`src/rtl/vtg_pkg.sv`:
```
// Shared definitions for the skid-buffered register pipeline:
// slice state encoding and sizing helpers.
package vtg_pkg;

  // Bit 1 is the skid-valid flag, so a slice's in_ready is a plain flop output.
  typedef enum logic [1:0] {
    EMPTY = 2'd0,
    FULL1 = 2'd1,
    FULL2 = 2'd2
  } slice_state_t;

  function automatic int count_width(input int depth);
    return $clog2(2 * depth + 1);
  endfunction

  function automatic logic [1:0] occupancy(input slice_state_t s);
    return (s == FULL2) ? 2'd2 : ((s == FULL1) ? 2'd1 : 2'd0);
  endfunction

endpackage

```
`src/rtl/vtg_reg_slice.sv`:
```
// One full-throughput register slice with a skid buffer. Both in_ready and
// out_valid/out_data come straight from flops, so no combinational path crosses it.
//
// Handshake: a word moves when valid && ready are both high at a rising edge;
// valid never waits for ready, and data is stable while valid is high and not taken.
module vtg_reg_slice
  import vtg_pkg::*;
#(
  parameter int              SIZE    = 8,
  parameter logic [SIZE-1:0] RST_VAL = '0
) (
  input  logic            clk,
  input  logic            rst,
  input  logic            flush,
  input  logic            in_valid,
  output logic            in_ready,
  input  logic [SIZE-1:0] in_data,
  output logic            out_valid,
  input  logic            out_ready,
  output logic [SIZE-1:0] out_data,
  output slice_state_t    state
);

  slice_state_t    state_q, state_d;
  logic [SIZE-1:0] m_d, s_d;
  logic            push, pop;
  logic            load_main, main_from_skid, load_skid;

  assign in_ready  = ~state_q[1];
  assign out_valid = (state_q != EMPTY);
  assign out_data  = m_d;
  assign state     = state_q;

  assign push = in_valid & in_ready;
  assign pop  = out_valid & out_ready;

  always_ff @(posedge clk) begin
    if (rst) begin
      state_q <= EMPTY;
      m_d     <= RST_VAL;
      s_d     <= RST_VAL;
    end else begin
      state_q <= state_d;
      if (load_main) m_d <= main_from_skid ? s_d : in_data;
      if (load_skid) s_d <= in_data;
    end
  end

  // Flush only clears the valid state; data registers keep whatever they held.
  always_comb begin
    state_d        = state_q;
    load_main      = 1'b0;
    main_from_skid = 1'b0;
    load_skid      = 1'b0;
    if (flush) begin
      state_d = EMPTY;
    end else begin
      case (state_q)
        EMPTY: begin
          if (push) begin
            load_main = 1'b1;
            state_d   = FULL1;
          end
        end
        FULL1: begin
          if (push && pop) begin
            load_main = 1'b1;
          end else if (push) begin
            load_skid = 1'b1;
            state_d   = FULL2;
          end else if (pop) begin
            state_d = EMPTY;
          end
        end
        FULL2: begin
          if (pop) begin
            load_main      = 1'b1;
            main_from_skid = 1'b1;
            state_d        = FULL1;
          end
        end
        default: state_d = EMPTY;
      endcase
    end
  end

endmodule

```
`src/rtl/vtg_pipe_register.sv`:
```
// DEPTH-stage valid/ready register pipeline built from skid-buffered slices,
// with a synchronous flush and a registered occupancy count.
module vtg_pipe_register
  import vtg_pkg::*;
#(
  parameter int              SIZE    = 8,
  parameter int              DEPTH   = 2,
  parameter logic [SIZE-1:0] RST_VAL = '0
) (
  input  logic                          clk,
  input  logic                          rst,
  input  logic                          flush,
  input  logic                          in_valid,
  output logic                          in_ready,
  input  logic [SIZE-1:0]               in_data,
  output logic                          out_valid,
  input  logic                          out_ready,
  output logic [SIZE-1:0]               out_data,
  output logic [count_width(DEPTH)-1:0] count
);

  localparam int CW = count_width(DEPTH);

  if (DEPTH < 1) begin : g_bad_depth
    $error("vtg_pipe_register: DEPTH must be at least 1");
  end

  logic [DEPTH:0]  vld, rdy;
  logic [SIZE-1:0] dat [DEPTH+1];
  slice_state_t    st  [DEPTH];
  logic [CW-1:0]   held;
  logic            push, pop;

  assign vld[0]     = in_valid;
  assign dat[0]     = in_data;
  assign rdy[DEPTH] = out_ready;
  assign in_ready   = rdy[0];
  assign out_valid  = vld[DEPTH];
  assign out_data   = dat[DEPTH];

  for (genvar k = 0; k < DEPTH; k++) begin : g_slice
    vtg_reg_slice #(
      .SIZE   (SIZE),
      .RST_VAL(RST_VAL)
    ) u_slice (
      .clk      (clk),
      .rst      (rst),
      .flush    (flush),
      .in_valid (vld[k]),
      .in_ready (rdy[k]),
      .in_data  (dat[k]),
      .out_valid(vld[k+1]),
      .out_ready(rdy[k+1]),
      .out_data (dat[k+1]),
      .state    (st[k])
    );
  end

  // Internal slice-to-slice moves conserve words, so only the end handshakes matter.
  assign push = in_valid & in_ready;
  assign pop  = out_valid & out_ready;

  always_ff @(posedge clk) begin
    if (rst || flush) count <= '0;
    else              count <= count + CW'(push) - CW'(pop);
  end

  always_comb begin
    held = '0;
    for (int k = 0; k < DEPTH; k++) held = held + CW'(occupancy(st[k]));
  end

  count_matches_held: assert property (@(posedge clk) disable iff (rst) count == held);

endmodule

```
`config.mk`:
```
export PLATFORM = sky130hd
export DESIGN_NAME = vtg_pipe_register
export DESIGN_NICKNAME = d
export VERILOG_FILES = /design/src/rtl/vtg_pkg.sv /design/src/rtl/vtg_reg_slice.sv /design/src/rtl/vtg_pipe_register.sv
export SDC_FILE = /design/constraint.sdc
export NUM_CORES = 1
export LEC_CHECK = 0
export ABC_AREA = 1
export CAP_MARGIN = 20
export CORE_MARGIN = 2
export CORE_UTILIZATION = 48
export CTS_CLUSTER_SIZE = 24
export DETAILED_ROUTE_END_ITERATION = 8
export PLACE_DENSITY = 0.74
export SLEW_MARGIN = 5
export SYNTH_ARGS = -nofsm -noshare
export SYNTH_HDL_FRONTEND = slang
export SYNTH_HIERARCHICAL = 1
export SYNTH_SLANG_ARGS = --single-unit
```
`constraint.sdc`:
```
create_clock -name clk -period 1.92 [get_ports clk]
set_input_delay 0.48 -clock clk [delete_from_list [all_inputs] [get_ports clk]]
set_output_delay 0.48 -clock clk [all_outputs]
set_load 0.03 [all_outputs]
```
* After elaboration in Yosys (flattened, before gate mapping)
Index checks and enable logic that the tools add are counted.
Cells by class: add/sub/neg operators 2, eq/ne operators 12, muxes and demuxes 32, bitwise gates (word level) 5, reduce and logical (&&, ||, !) cells 10
Operator list (number):
- 2-bit two-way mux | 9
- 1-bit two-way mux | 17
- 8-bit two-way mux | 2
- 2-bit one-hot mux with 3 select lines | 2
- 4-bit AND reduction | 2
- 2-bit by 1-bit != test with 1-bit output, second input constant | 3
- 2-bit != test, second input constant | 3
- 3-bit by 1-bit != test with 1-bit output, second input constant | 2
- 1-bit one-hot mux with 3 select lines | 2
- 2-bit by 1-bit equality test with 1-bit output, second input constant | 2
- 2-bit equality test, second input constant | 2
- 2-bit logical NOT | 2
- 2-bit nonzero test | 2
- 3-bit by 1-bit adder with 3-bit output | 1
- 1-bit AND | 3
- 3-bit by 1-bit subtractor with 3-bit output | 1
- 1-bit logical AND | 2
- 1-bit NOT | 2
- 2-bit OR reduction | 1
- 1-bit logical OR | 1
Storage, ports and cells: register bits after elaboration 39, input port bits 13, output and inout port bits 13

* Depth between registers and ports, before layout
Gate-level depths: netlist of run 1.
depth in word-level cells 6, depth in mapped cells 14

* Modules after synthesis
Netlist of run 1, hierarchy kept.
Modules (own cells, without submodules):
- vtg_reg_slice | instances 2, cells an instance 131, area each 845.8 um^2
- vtg_pipe_register | instances 1, cells an instance 25, area each 178.9 um^2

* Least setup slack after synthesis of run 1
No wires, ideal clock.
kind reg-to-reg, start register g_slice[1].u_slice.state_q[0], end register count[2], library setup time 0.115 ns, data arrival time 1.900 ns, path slack -0.095 ns, stages on the path, launching flop included 14, period minus slack after synthesis 2.015 ns, cells stage by stage dfxtp_1 > nor2_1 > inv_1 > nand2_1 > inv_1 > ha_1 > inv_1 > ha_1 > inv_1 > fa_1 > inv_1 > nand2_1 > a21oi_1 > nor2_1
On the way: word-level cells in the longest chain between the ends 3
Ends and longest elaborated chain:
- start, declared | RTL line vtg_reg_slice.sv:24 | slice_state_t state_q, state_d;
- start signal, assigned | RTL line vtg_reg_slice.sv:43 | state_q <= state_d;
- 2-bit nonzero test | RTL line vtg_reg_slice.sv:30 | assign out_valid = (state_q != EMPTY);
- named net out_valid | RTL line vtg_pipe_register.sv:16 | output logic out_valid,
- 1-bit AND | RTL line vtg_pipe_register.sv:61 | assign pop = out_valid & out_ready;
- 3-bit by 1-bit subtractor with 3-bit output | RTL line vtg_pipe_register.sv:65 | else count <= count + CW'(push) - CW'(pop);
- end signal, assigned | RTL line vtg_pipe_register.sv:65
- end, declared | RTL line vtg_pipe_register.sv:19 | output logic [count_width(DEPTH)-1:0] count
The timed path passes the listed nets, and every way through them passes these cells. A chain may end at the register's enable or synchronous reset.

* Final worst setup path of run 1
start register g_slice[1].u_slice.state_q[0], end register count[2]
On the way: word-level cells in the longest chain between the ends 3
Ends and longest elaborated chain (RTL line):
- 2-bit nonzero test | vtg_reg_slice.sv:30
- 1-bit AND | vtg_pipe_register.sv:61
- 3-bit by 1-bit subtractor with 3-bit output | vtg_pipe_register.sv:65
No other way between the ends.

==> results of run 1 <==
[sequential cells by signal (all words and copies together), names as in the netlist]
name / cells
g_slice.u_slice/out_data: 16
g_slice.u_slice/state: 4
g_slice.u_slice/s_d: 16
count: 3
[Yosys cell counts]
cell / number
a21oi_1: 19
and3_1: 2
buf_2: 2
clkinv_2: 2
dfxtp_1: 39
fa_1: 1
ha_1: 2
inv_1: 58
inv_2: 4
nand2_1: 67
nand2_4: 2
nand3_1: 21
nand4_1: 2
nand4_2: 2
nor2_1: 44
nor2_2: 2
o21ai_0: 18
[through the flow]
step,area (sq um),cells
floorplan,1870,287
global placement,2230,365
detailed placement,2230,365
CTS,2330,373
global route,2360,373
finish,2360,373
[final timing paths]
| check | slack (ns) | cells past startpoint | from | to |
|---|---|---|---|---|
| worst max-delay path | 0.07 | 13 | g_slice[1].u_slice/state[0] | count[2] |
| worst min-delay path | 0.48 | 2 | g_slice[0].u_slice/s_d[5] | g_slice[0].u_slice/s_d[5] |
| worst max register to register | 0.07 | 13 | g_slice[1].u_slice/state[0] | count[2] |
| worst min register to register | 0.48 | 2 | g_slice[0].u_slice/s_d[5] | g_slice[0].u_slice/s_d[5] |
[worst max-delay path, cell delays in order, from the launching register on]
cell     delay (ns)
dfxtp_2        0.34
nor2_4         0.11
inv_2          0.05
nand2_2        0.05
inv_2          0.03
ha_1           0.26
inv_1          0.06
ha_2           0.16
inv_2          0.04
fa_2           0.37
inv_2          0.06
nand2_2        0.05
a21oi_2        0.12
nor2_1         0.05
[power by group through the flow]
stage,Clock (mW),Combinational (mW),Sequential [mW]
after floorplan,0,0.103,0.885
after global placement,0,0.194,0.867
after detailed placement,0,0.197,0.868
after CTS,0.617,0.198,0.849
after global routing,0.646,0.229,0.852
final,0.594,0.199,0.850
[timing repair]
| action | 4_1_cts | 5_1_grt |
|---|---|---|
| gates resized for setup | 2 | 14 |
| setup buffers | 0 | 0 |
| pin swaps | 1 | 5 |
| setup endpoints to repair | 2 | 4 |
| hold endpoints to repair | 0 | 0 |
[final cells by class]
cell class / count / area [sq um] / share of cell area (%)
tap: 48 / 60.1 / 2.55
clock buffer: 8 / 100 / 4.24
timing repair buffer: 32 / 312 / 13.2
inverter: 64 / 243 / 10.3
multi-input combinational: 182 / 861 / 36.5
sequential: 39 / 783 / 33.2
[cell families after synthesis]
logic type | count (synthesis)
adder cells (fa/ha/maj) | 3
AND/OR/NAND/NOR | 142
buffers and inverters | 66
flip-flops | 39
AO/OA/AOI/OAI | 37
[layer usage]
layer	vias up	share of wire (%)	track usage, %
li1	948	-	-
met1	679	49	21.9
met4	0	1.6	8.67
met5	-	0	0
met2	21	46	30.1
met3	5	2.7	4.09
==> results by group, run 1 <==
Floorplanning
  • Initial core utilization: 50.3%
  • I/O pin total: 26
  • DIE HEIGHT: 66.4 microns
  • Die Wd: 66.4 microns
  • CORE AREA: 3720 sq um
  • Floorplan row count: 22
  • Die area: 4410 sq um

CTS
  • # clock sinks: 39
  • CTS tree: built
  • Clock slew at reported path FFs: 0.07 ns
  • Skew-Pair Late Insertion Delay: 0.29 ns
  • H-Tree Level Count: 2
  • CTS max path bufs: 2
  • Root Buffer: clkbuf_8
  • Cts hold-fix bufs: 0
  • CTS Buf Count: 5

Layout
  • Commonest non-fill, non-tap cell in the layout: nand2_1
  • Area growth syn-to-layout: 26.1%
  • Antenna diodes: 0
  • Fin util: 63.5%
  • Fraction of layout cells with a size suffix above 1: 12.0%
  • Fillers: 360
  • Commonest cells after routing, fill and taps aside: 64 x nand2_1, 54 x inv_1, 43 x nor2_1, 37 x dfxtp_1, 21 x nand3_1
  • Nets: 340

Yosys
  • Compound-gate portion of the synthesized area: 9.90%
  • Cell Area, Synth: 1870 sq um
  • Post-synthesis xor/xnor area fraction: 0%
  • Synth Area in Simple Gates: 32.4%
  • Post-synthesis register bit count: 39
  • Distinct cells, synth: 17
  • Synthesized area per cell: 6.52 sq um
  • Yosys top cell area share: 41.7%
  • Largest family of logic cells by synthesized area: simple AND/OR/NAND/NOR gates
  • Adder-cell share of the synthesized area: 2.41%
  • Yosys warning count: 6
  • Gate Count Post-Synth: 287
  • Post-synthesis sequential area ratio: 41.7%
  • Multiplexer share of the synthesized area: 0%
  • Area leader, netlist: dfxtp_1
  • Largest cells by area after synthesis: dfxtp_1 42%, nand2_1 13%, inv_1 12%
  • Net Count, Synth: 303

Power
  • P_int: 1.25 mW
  • Comb pwr share: 12.1%
  • Pwr dens: 697 nW/um^2
  • P_sw: 0.395 mW
  • Seq pwr share: 51.7%
  • Leak: 1.16 nW
  • Switching share of power: 24.1%
  • Total power: 1.64 mW
  • Clock share of power: 36.2%
  • Worst IR drop on VDD: 0.470 mV

Outcome
  • Status: complete, no violations

Setup path
  • Crit path kind: reg -> reg
  • CP arrival: 2.03 ns
  • Crit start category: register
  • Worst-path fanout max: 3
  • Crit path required time: 2.11 ns
  • CP endpoint kind: register

Route
  • DRT antenna net count: 0
  • TritonRoute pass-1 iters: 4
  • Initial drt markers: 54
  • Average routed wire per standard cell: 9.14 microns
  • Total wire length: 3.41 mm
  • Vias: 1653
  • DR DRC count: 0
  • Vias per std cell: 4.43

Placement
  • Hpwl dp: 2.68 mm
  • Setup WS pre-CTS: -0.388 ns
  • Gpl congestion: 0.830
  • Port buffer count: 25

Timing
  • Final Slew Violations: 0
  • Post-route minimum period: 1.85 ns
  • FMAX: 0.542 GHz
  • Final period util: 96.2%
  • Final Hold Viols: 0
  • Slew at the pin closest to its max-slew limit: 0.338 ns
  • RSZ-0062 raised after global routing: yes
  • Final setup violating endpoints: 0
  • Final hold slack: 0.482 ns
  • Worst setup margin: 0.0737 ns
  • Setup TNS: 0 ns
  • Final Skew: 0.00419 ns
  • Slew HR: 77.4%

Run
  • Max_cap viols: 0

Hold path
  • Hold Crit Class: reg -> reg

Global route
  • Number of global-route vias before repair: 1490
  • First-pass GRT wire length: 6.20 mm
  • Total GRT Usage: 18.1%
  • Initial antenna violation count: 0
  • Total gr overflow: 0
  • Pin count of the biggest net entering global routing: 12
(Power assumes the default switching activity.)
==> inputs of run 2 (changes only) <==
--- a/config.mk
+++ b/config.mk
@@ -7,11 +7,10 @@
 export LEC_CHECK = 0
 export ABC_AREA = 1
 export CAP_MARGIN = 20
-export CORE_MARGIN = 2
-export CORE_UTILIZATION = 48
+export CORE_UTILIZATION = 58
 export CTS_CLUSTER_SIZE = 24
 export DETAILED_ROUTE_END_ITERATION = 8
-export PLACE_DENSITY = 0.74
+export PLACE_DENSITY = 0.84
 export SLEW_MARGIN = 5
 export SYNTH_ARGS = -nofsm -noshare
 export SYNTH_HDL_FRONTEND = slang
==> constraint.sdc (replaced) <==
create_clock -name clk -period 2.13 [get_ports clk]
set_input_delay 0.5325 -clock clk [delete_from_list [all_inputs] [get_ports clk]]
set_output_delay 0.5325 -clock clk [all_outputs]
set_load 0.03 [all_outputs]
==> run 2 against run 1 <==
  * Worst hold slack improved by 0.013 ns
  * Final cell count decreased by 1.9%
  * Via count increased by 1.7%
  * Utilization increased by 11 points
  * Worst setup slack improved by 0.0098 ns
  * Critical path depth decreased by 11
  * Largest cell class unchanged
==> results by group, run 2 (synthesized netlist as in run 1, its figures left out) <==
Outcome
  • Status: complete, no violations (unchanged)

Setup path
  • Crit path kind: reg -> out (was reg -> reg)
  • CP endpoint kind: output pin (was register)
  • Slowest cell on crit path: clkdlybuf4s50_1 (was fa_2)
  • Critical path's largest stage delay: 0.68 ns (was 0.37 ns)
  • Worst-path fanout max: 6 (was 3)
  • Worst R2R Start: g_slice[1].u_slice/state[0] (unchanged)
  • R2R depth: 13 (unchanged)
  • FF-to-FF setup slack: 0.20 ns (was 0.07 ns)
  • Crit path required time: 1.60 ns (was 2.11 ns)
  • Crit start category: register (unchanged)
  • Ordered list of cells on the worst path: inv_1 -> clkdlybuf4s50_1 (was nor2_4 -> inv_2 -> nand2_2 -> inv_2 -> ha_1 -> inv_1 -> ha_2 -> inv_2 -> fa_2 -> inv_2 -> nand2_2 -> a21oi_2 -> nor2_1)
  • CP arrival: 1.51 ns (was 2.03 ns)
  • Reg-to-reg endpoint: count[2] (unchanged)

CTS
  • Root Buffer: clkbuf_4 (was clkbuf_8)
  • Post-CTS Setup Bufs: 0 (unchanged)
  • CTS tree: built (unchanged)
  • H-Tree Level Count: 2 (unchanged)
  • Clock slew at reported path FFs: 0.11 ns (was 0.07 ns)
  • CTS Buf Count: 5 (unchanged)
  • CTS max path bufs: 2 (unchanged)
  • Cts hold-fix bufs: 0 (unchanged)
  • Skew-Pair Late Insertion Delay: 0.34 ns (was 0.29 ns)
  • # clock sinks: 39 (unchanged)

Power
  • Seq pwr share: 58.3% (was 51.7%)
  • P_int: 0.955 mW (was 1.25 mW)
  • Leak: 1.08 nW (was 1.16 nW)
  • P_sw: 0.358 mW (was 0.395 mW)
  • Switching share of power: 27.3% (was 24.1%)
  • Worst IR drop on VDD: 0.480 mV (was 0.470 mV)
  • Clock share of power: 28.2% (was 36.2%)
  • Total power: 1.31 mW (was 1.64 mW)
  • Pwr dens: 581 nW/um^2 (was 697 nW/um^2)
  • Comb pwr share: 13.5% (was 12.1%)

Global route
  • First-pass GRT wire length: 5.89 mm (was 6.20 mm)
  • Number of global-route vias before repair: 1478 (was 1490)
  • Initial antenna violation count: 0 (unchanged)
  • Total gr overflow: 0 (unchanged)
  • Total GRT Usage: 22.6% (was 18.1%)
  • Pin count of the biggest net entering global routing: 13 (was 12)

Layout
  • Area growth syn-to-layout: 20.8% (was 26.1%)
  • Fin util: 74.0% (was 63.5%)
  • Post-Layout Cell Count: 366 (was 373)
  • Seq. cell area: 783 sq um (unchanged)
  • Commonest non-fill, non-tap cell in the layout: nand2_1 (unchanged)
  • Commonest cells after routing, fill and taps aside: 67 x nand2_1, 58 x inv_1, 43 x nor2_1, 37 x dfxtp_1, 24 x clkdlybuf4s50_1 (was 64 x nand2_1, 54 x inv_1, 43 x nor2_1, 37 x dfxtp_1, 21 x nand3_1)
  • Fillers: 278 (was 360)
  • Final instance area: 2260 sq um (was 2360 sq um)
  • Antenna diodes: 0 (unchanged)
  • Nets: 337 (was 340)
  • Fraction of layout cells with a size suffix above 1: 8.70% (was 12.0%)
  • Area of the multi-input gates: 846 sq um (was 861 sq um)

Timing
  • FMAX: 0.489 GHz
  • Worst setup margin: 0.0835 ns (was 0.0737 ns)
  • Final hold slack: 0.495 ns (was 0.482 ns)
  • Final Skew: 0.00649 ns (was 0.00419 ns)
  • Setup TNS: 0 ns (unchanged)
  • Post-route minimum period: 2.05 ns
  • Final Slew Violations: 0 (unchanged)
  • Final setup violating endpoints: 0 (unchanged)
  • Final Hold Viols: 0 (unchanged)
  • Slew at the pin closest to its max-slew limit: 0.339 ns (was 0.338 ns)
  • Final period util: 96.1%
  • Slew HR: 77.3% (was 77.4%)
  • RSZ-0062 raised after global routing: no (was yes)

Floorplanning
  • Floorplan row count: 20 (was 22)
  • Die Wd: 58.8 microns (was 66.4 microns)
  • Initial core utilization: 61.3% (was 50.3%)
  • DIE HEIGHT: 58.8 microns (was 66.4 microns)
  • CORE AREA: 3050 sq um (was 3720 sq um)
  • I/O pin total: 26 (unchanged)
  • Die area: 3460 sq um (was 4410 sq um)

Route
  • DRT antenna net count: 0 (unchanged)
  • DR DRC count: 0 (unchanged)
  • Vias per std cell: 4.59 (was 4.43)
  • Average routed wire per standard cell: 9.25 microns (was 9.14 microns)
  • Initial drt markers: 42 (was 54)
  • Total wire length: 3.38 mm (was 3.41 mm)
  • TritonRoute pass-1 iters: 4 (unchanged)
  • Vias: 1681 (was 1653)

Hold path
  • Hold Crit Class: reg -> reg (unchanged)
  • Hold path startpoint: g_slice[1].u_slice/s_d[2] (was g_slice[0].u_slice/s_d[5])
  • Hold Path Cell Cnt: 2 (unchanged)
  • Worst Hold End: g_slice[1].u_slice/s_d[2] (was g_slice[0].u_slice/s_d[5])

Placement
  • Post-DP Area: 2200 sq um (was 2230 sq um)
  • Port buffer count: 25 (unchanged)
  • Gpl congestion: 0.786 (was 0.830)
  • Hpwl dp: 2.67 mm (was 2.68 mm)
  • Setup WS pre-CTS: -0.293 ns (was -0.388 ns)
  • Dpl cells: 358 (was 365)

Run
  • Max_cap viols: 0 (unchanged)
## run 2: changes by cell type in the layout (fill, tap and decap cells not counted), sizes merged
cell / previous run / this run
dlymetal6s2s: 4 / 0
clkdlybuf4s50: 20 / 24
clkinvlp: 0 / 1
clkbuf: 8 / 6
clkinv: 2 / 3
buf: 7 / 4
## run 2: critical path: cells and delay by family, from the launching register on
kind	cells	cell delay (ns)
buffers and inverters	2	0.80
flip-flops	1	0.37
## run 2: final cells by class
| class | count | area share [%] |
|---|---|---|
| Tap cell | 44 | 2.44 |
| Multi-Input combinational cell | 182 | 37.4 |
| Clock inverter | 2 | 0.554 |
| Inverter | 64 | 10.7 |
| Timing Repair Buffer | 29 | 12.3 |
| Clock buffer | 6 | 1.83 |
| Sequential cell | 39 | 34.7 |
## run 2: power groups by stage
stage,combinational [mW],sequential [mW],clock (mW)
global placement,0.172,0.781,0
global route,0.201,0.768,0.416
detailed placement,0.177,0.782,0
floorplan,0.0923,0.797,0
CTS,0.177,0.766,0.383
finish,0.177,0.766,0.371
## run 2: repair_timing
item,in CTS,in global routing
gates cloned,0,0
gates resized for setup,1,5
setup endpoints to repair,1,1
## run 2: metal layers
| metal | GRT usage, % | share of wire [%] |
|---|---|---|
| met1 | 25.1 | 47 |
| met5 | 0 | 0 |
| met3 | 7.69 | 3.2 |
| met2 | 38.8 | 49 |
| met4 | 10.2 | 1.2 |
## run 2: how the worst max path moves through the flow
| stage | startpoint | to | slack, ns | cells past startpoint |
|---|---|---|---|---|
| after CTS | g_slice[0].u_slice/state[1] | in_ready | 0.07 | 2 |
| after floorplan | g_slice[1].u_slice/state[0] | count[2] | 0.11 | 13 |
| after global routing | g_slice[0].u_slice/state[1] | in_ready | 0.01 | 2 |
| final | g_slice[0].u_slice/state[1] | in_ready | 0.08 | 2 |
| after detailed placement | in_valid | count[2] | -0.29 | 11 |
| after global placement | out_ready | count[2] | -0.20 | 12 |
==> inputs of run 3 (changes only) <==
--- a/config.mk
+++ b/config.mk
@@ -10,7 +10,7 @@
 export CORE_UTILIZATION = 58
 export CTS_CLUSTER_SIZE = 24
 export DETAILED_ROUTE_END_ITERATION = 8
-export PLACE_DENSITY = 0.84
+export PLACE_DENSITY_LB_ADDON = 0.08
 export SLEW_MARGIN = 5
 export SYNTH_ARGS = -nofsm -noshare
 export SYNTH_HDL_FRONTEND = slang
==> run 3 against run 2 <==
  * Routed wire length up 3.6%
  * Global-route usage up 1.5 points
  * Total power up 18%
  * Count of clock-buffer cells in the layout unchanged
  * Non-clock buffer count up 2
  * Combinational power up 3%
  * Final cell count up 0.55%
==> results by group, run 3 (synthesized netlist as in run 1, its figures left out) <==
Power
  • Worst IR drop on VDD: 0.486 mV (was 0.480 mV)
  • Total power: 1.55 mW (was 1.31 mW)
  • Leak: 1.11 nW (was 1.08 nW)
  • Pwr dens: 667 nW/um^2 (was 581 nW/um^2)

CTS
  • CTS Buf Count: 5 (unchanged)
  • Clock slew at reported path FFs: 0.11 ns (about the same)
  • Cts hold-fix bufs: 0 (unchanged)
  • Root Buffer: clkbuf_4 (unchanged)
  • H-Tree Level Count: 2 (unchanged)
  • CTS max path bufs: 2 (unchanged)
  • CTS tree: built (unchanged)
  • Skew-Pair Late Insertion Delay: 0.34 ns (about the same)
  • # clock sinks: 39 (unchanged)
  • Post-CTS Setup Bufs: 0 (unchanged)

Hold path
  • Hold Crit Class: reg -> reg (unchanged)

Outcome
  • Status: complete, no violations (unchanged)

Setup path
  • Worst Setup EP: count[1] (was in_ready)
  • Crit path required time: 1.60 ns (about the same)
  • Crit. Startpoint: count[1] (was g_slice[0].u_slice/state[1])
  • R2R depth: 13 (unchanged)
  • Worst-path fanout max: 4 (was 6)
  • Worst R2R Start: g_slice[1].u_slice/state[0] (unchanged)
  • Crit start category: register (unchanged)
  • Critical path's largest stage delay: 0.70 ns (was 0.68 ns)
  • Slowest cell on crit path: clkdlybuf4s50_1 (unchanged)
  • Reg-to-reg endpoint: count[2] (unchanged)
  • FF-to-FF setup slack: 0.19 ns (was 0.20 ns)
  • WP buf/inv: 1 (was 2)
  • Ordered list of cells on the worst path: clkdlybuf4s50_1 (was inv_1 -> clkdlybuf4s50_1)
  • CP arrival: 1.46 ns (was 1.51 ns)
  • CP delay by family, top: buffers and inverters (unchanged)
  • CP endpoint kind: output pin (unchanged)
  • CP Depth: 1 (was 2)
  • Crit path kind: reg -> out (unchanged)

Placement
  • Hpwl dp: 2.55 mm (was 2.67 mm)
  • Port buffer count: 25 (unchanged)
  • Setup WS pre-CTS: -0.284 ns (was -0.293 ns)
  • Gpl congestion: 0.869 (was 0.786)

Timing
  • Worst setup margin: 0.138 ns (was 0.0835 ns)
  • Final setup violating endpoints: 0 (unchanged)
  • Slew HR: 78.0% (was 77.3%)
  • Slew at the pin closest to its max-slew limit: 0.329 ns (was 0.339 ns)
  • Setup TNS: 0 ns (unchanged)
  • Final Hold Viols: 0 (unchanged)
  • Final period util: 93.5% (was 96.1%)
  • Post-route minimum period: 1.99 ns (was 2.05 ns)
  • FMAX: 0.502 GHz (was 0.489 GHz)
  • Final Skew: 0.00568 ns (was 0.00649 ns)
  • Final Slew Violations: 0 (unchanged)

Floorplanning
  • Floorplan row count: 20 (unchanged)
  • Die area: 3460 sq um (unchanged)
  • Die Wd: 58.8 microns (unchanged)
  • CORE AREA: 3050 sq um (unchanged)
  • Initial core utilization: 61.3% (unchanged)
  • I/O pin total: 26 (unchanged)
  • DIE HEIGHT: 58.8 microns (unchanged)

Global route
  • Total gr overflow: 0 (unchanged)
  • Total GRT Usage: 24.0% (was 22.6%)
  • First-pass GRT wire length: 6.38 mm (was 5.89 mm)
  • Number of global-route vias before repair: 1577 (was 1478)
  • Pin count of the biggest net entering global routing: 13 (unchanged)
  • Initial antenna violation count: 0 (unchanged)

Layout
  • Nets: 339 (was 337)
  • Antenna diodes: 0 (unchanged)
  • Fraction of layout cells with a size suffix above 1: 8.64% (was 8.70%)
  • Fillers: 266 (was 278)
  • Commonest non-fill, non-tap cell in the layout: nand2_1 (unchanged)
  • Area growth syn-to-layout: 24.1% (was 20.8%)
  • Fin util: 76.1% (was 74.0%)
  • Commonest cells after routing, fill and taps aside: 67 x nand2_1, 58 x inv_1, 43 x nor2_1, 39 x dfxtp_1, 23 x clkdlybuf4s50_1 (was 67 x nand2_1, 58 x inv_1, 43 x nor2_1, 37 x dfxtp_1, 24 x clkdlybuf4s50_1)

Route
  • Average routed wire per standard cell: 9.53 microns (was 9.25 microns)
  • DRT antenna net count: 0 (unchanged)
  • Initial drt markers: 60 (was 42)
  • Vias per std cell: 4.75 (was 4.59)
  • Vias: 1748 (was 1681)
  • TritonRoute pass-1 iters: 4 (unchanged)
  • DR DRC count: 0 (unchanged)
  • Total wire length: 3.51 mm (was 3.38 mm)

Run
  • Max_cap viols: 0 (unchanged)
-- run 3: changes by cell type in the layout (fill, tap and decap cells not counted) --
cell | before | now
bufinv_16 | 0 | 2
clkinvlp_4 | 1 | 0
dlymetal6s2s_1 | 0 | 1
dfxtp_1 | 37 | 39
clkinv_2 | 3 | 2
clkdlybuf4s50_1 | 24 | 23
dfxtp_2 | 2 | 0
buf_4 | 4 | 6
-- run 3: cell type report --
cell class,count,area (sq um),area share [%]
multi-input cells,182,846,36.4
clock buffers,6,41.3,1.78
repair buffers,31,297,12.8
inverters,64,243,10.5
flip-flops and latches,39,781,33.6
clock inverters,2,60.1,2.59
well taps,44,55.1,2.37
-- run 3: tightest hold or removal path, delay by kind of cell, from the launching register on --
family,cells,cell delay (ns)
flops,1,0.33
simple gates,2,0.13
-- run 3: per-layer routing --
| metal | wire length (microns) | GRT usage [%] | vias to the layer above |
|---|---|---|---|
| met4 | 61 | 10.9 | 0 |
| met3 | 128 | 7.47 | 6 |
| li1 | - | - | 946 |
| met1 | 1590 | 28.5 | 757 |
| met2 | 1730 | 39.8 | 39 |
| met5 | 0 | 0 | - |
-- run 3: through the flow --
step,instance area [sq um],hold slack (ns),cells
after floorplan,1870,0.455,287
after global placement,2210,0.463,360
after detailed placement,2210,0.473,360
after CTS,2310,0.494,368
after global routing,2320,0.517,368
final,2320,0.493,368
-- run 3: worst min path at each step --
stage / startpoint / depth (start not counted) / to
after floorplan: g_slice[0].u_slice/s_d[0] / 2 / g_slice[0].u_slice/s_d[0]
after global placement: g_slice[1].u_slice/s_d[5] / 2 / g_slice[1].u_slice/s_d[5]
after detailed placement: g_slice[0].u_slice/s_d[7] / 2 / g_slice[0].u_slice/s_d[7]
after CTS: g_slice[0].u_slice/s_d[7] / 2 / g_slice[0].u_slice/s_d[7]
after global routing: g_slice[1].u_slice/s_d[0] / 2 / g_slice[1].u_slice/s_d[0]
final: g_slice[1].u_slice/s_d[5] / 2 / g_slice[1].u_slice/s_d[5]
-- run 3: timing repair --
| action | CTS | global route |
|---|---|---|
| resized for setup | 1 | 4 |
| endpoints found under the setup margin | 1 | 2 |
| pin swaps | 0 | 2 |
-- run 3: power by group --
part           total (mW)  internal (mW)  switching (mW)
clock               0.602          0.366           0.236
sequential          0.765          0.751          0.0140
combinational       0.183         0.0789           0.104
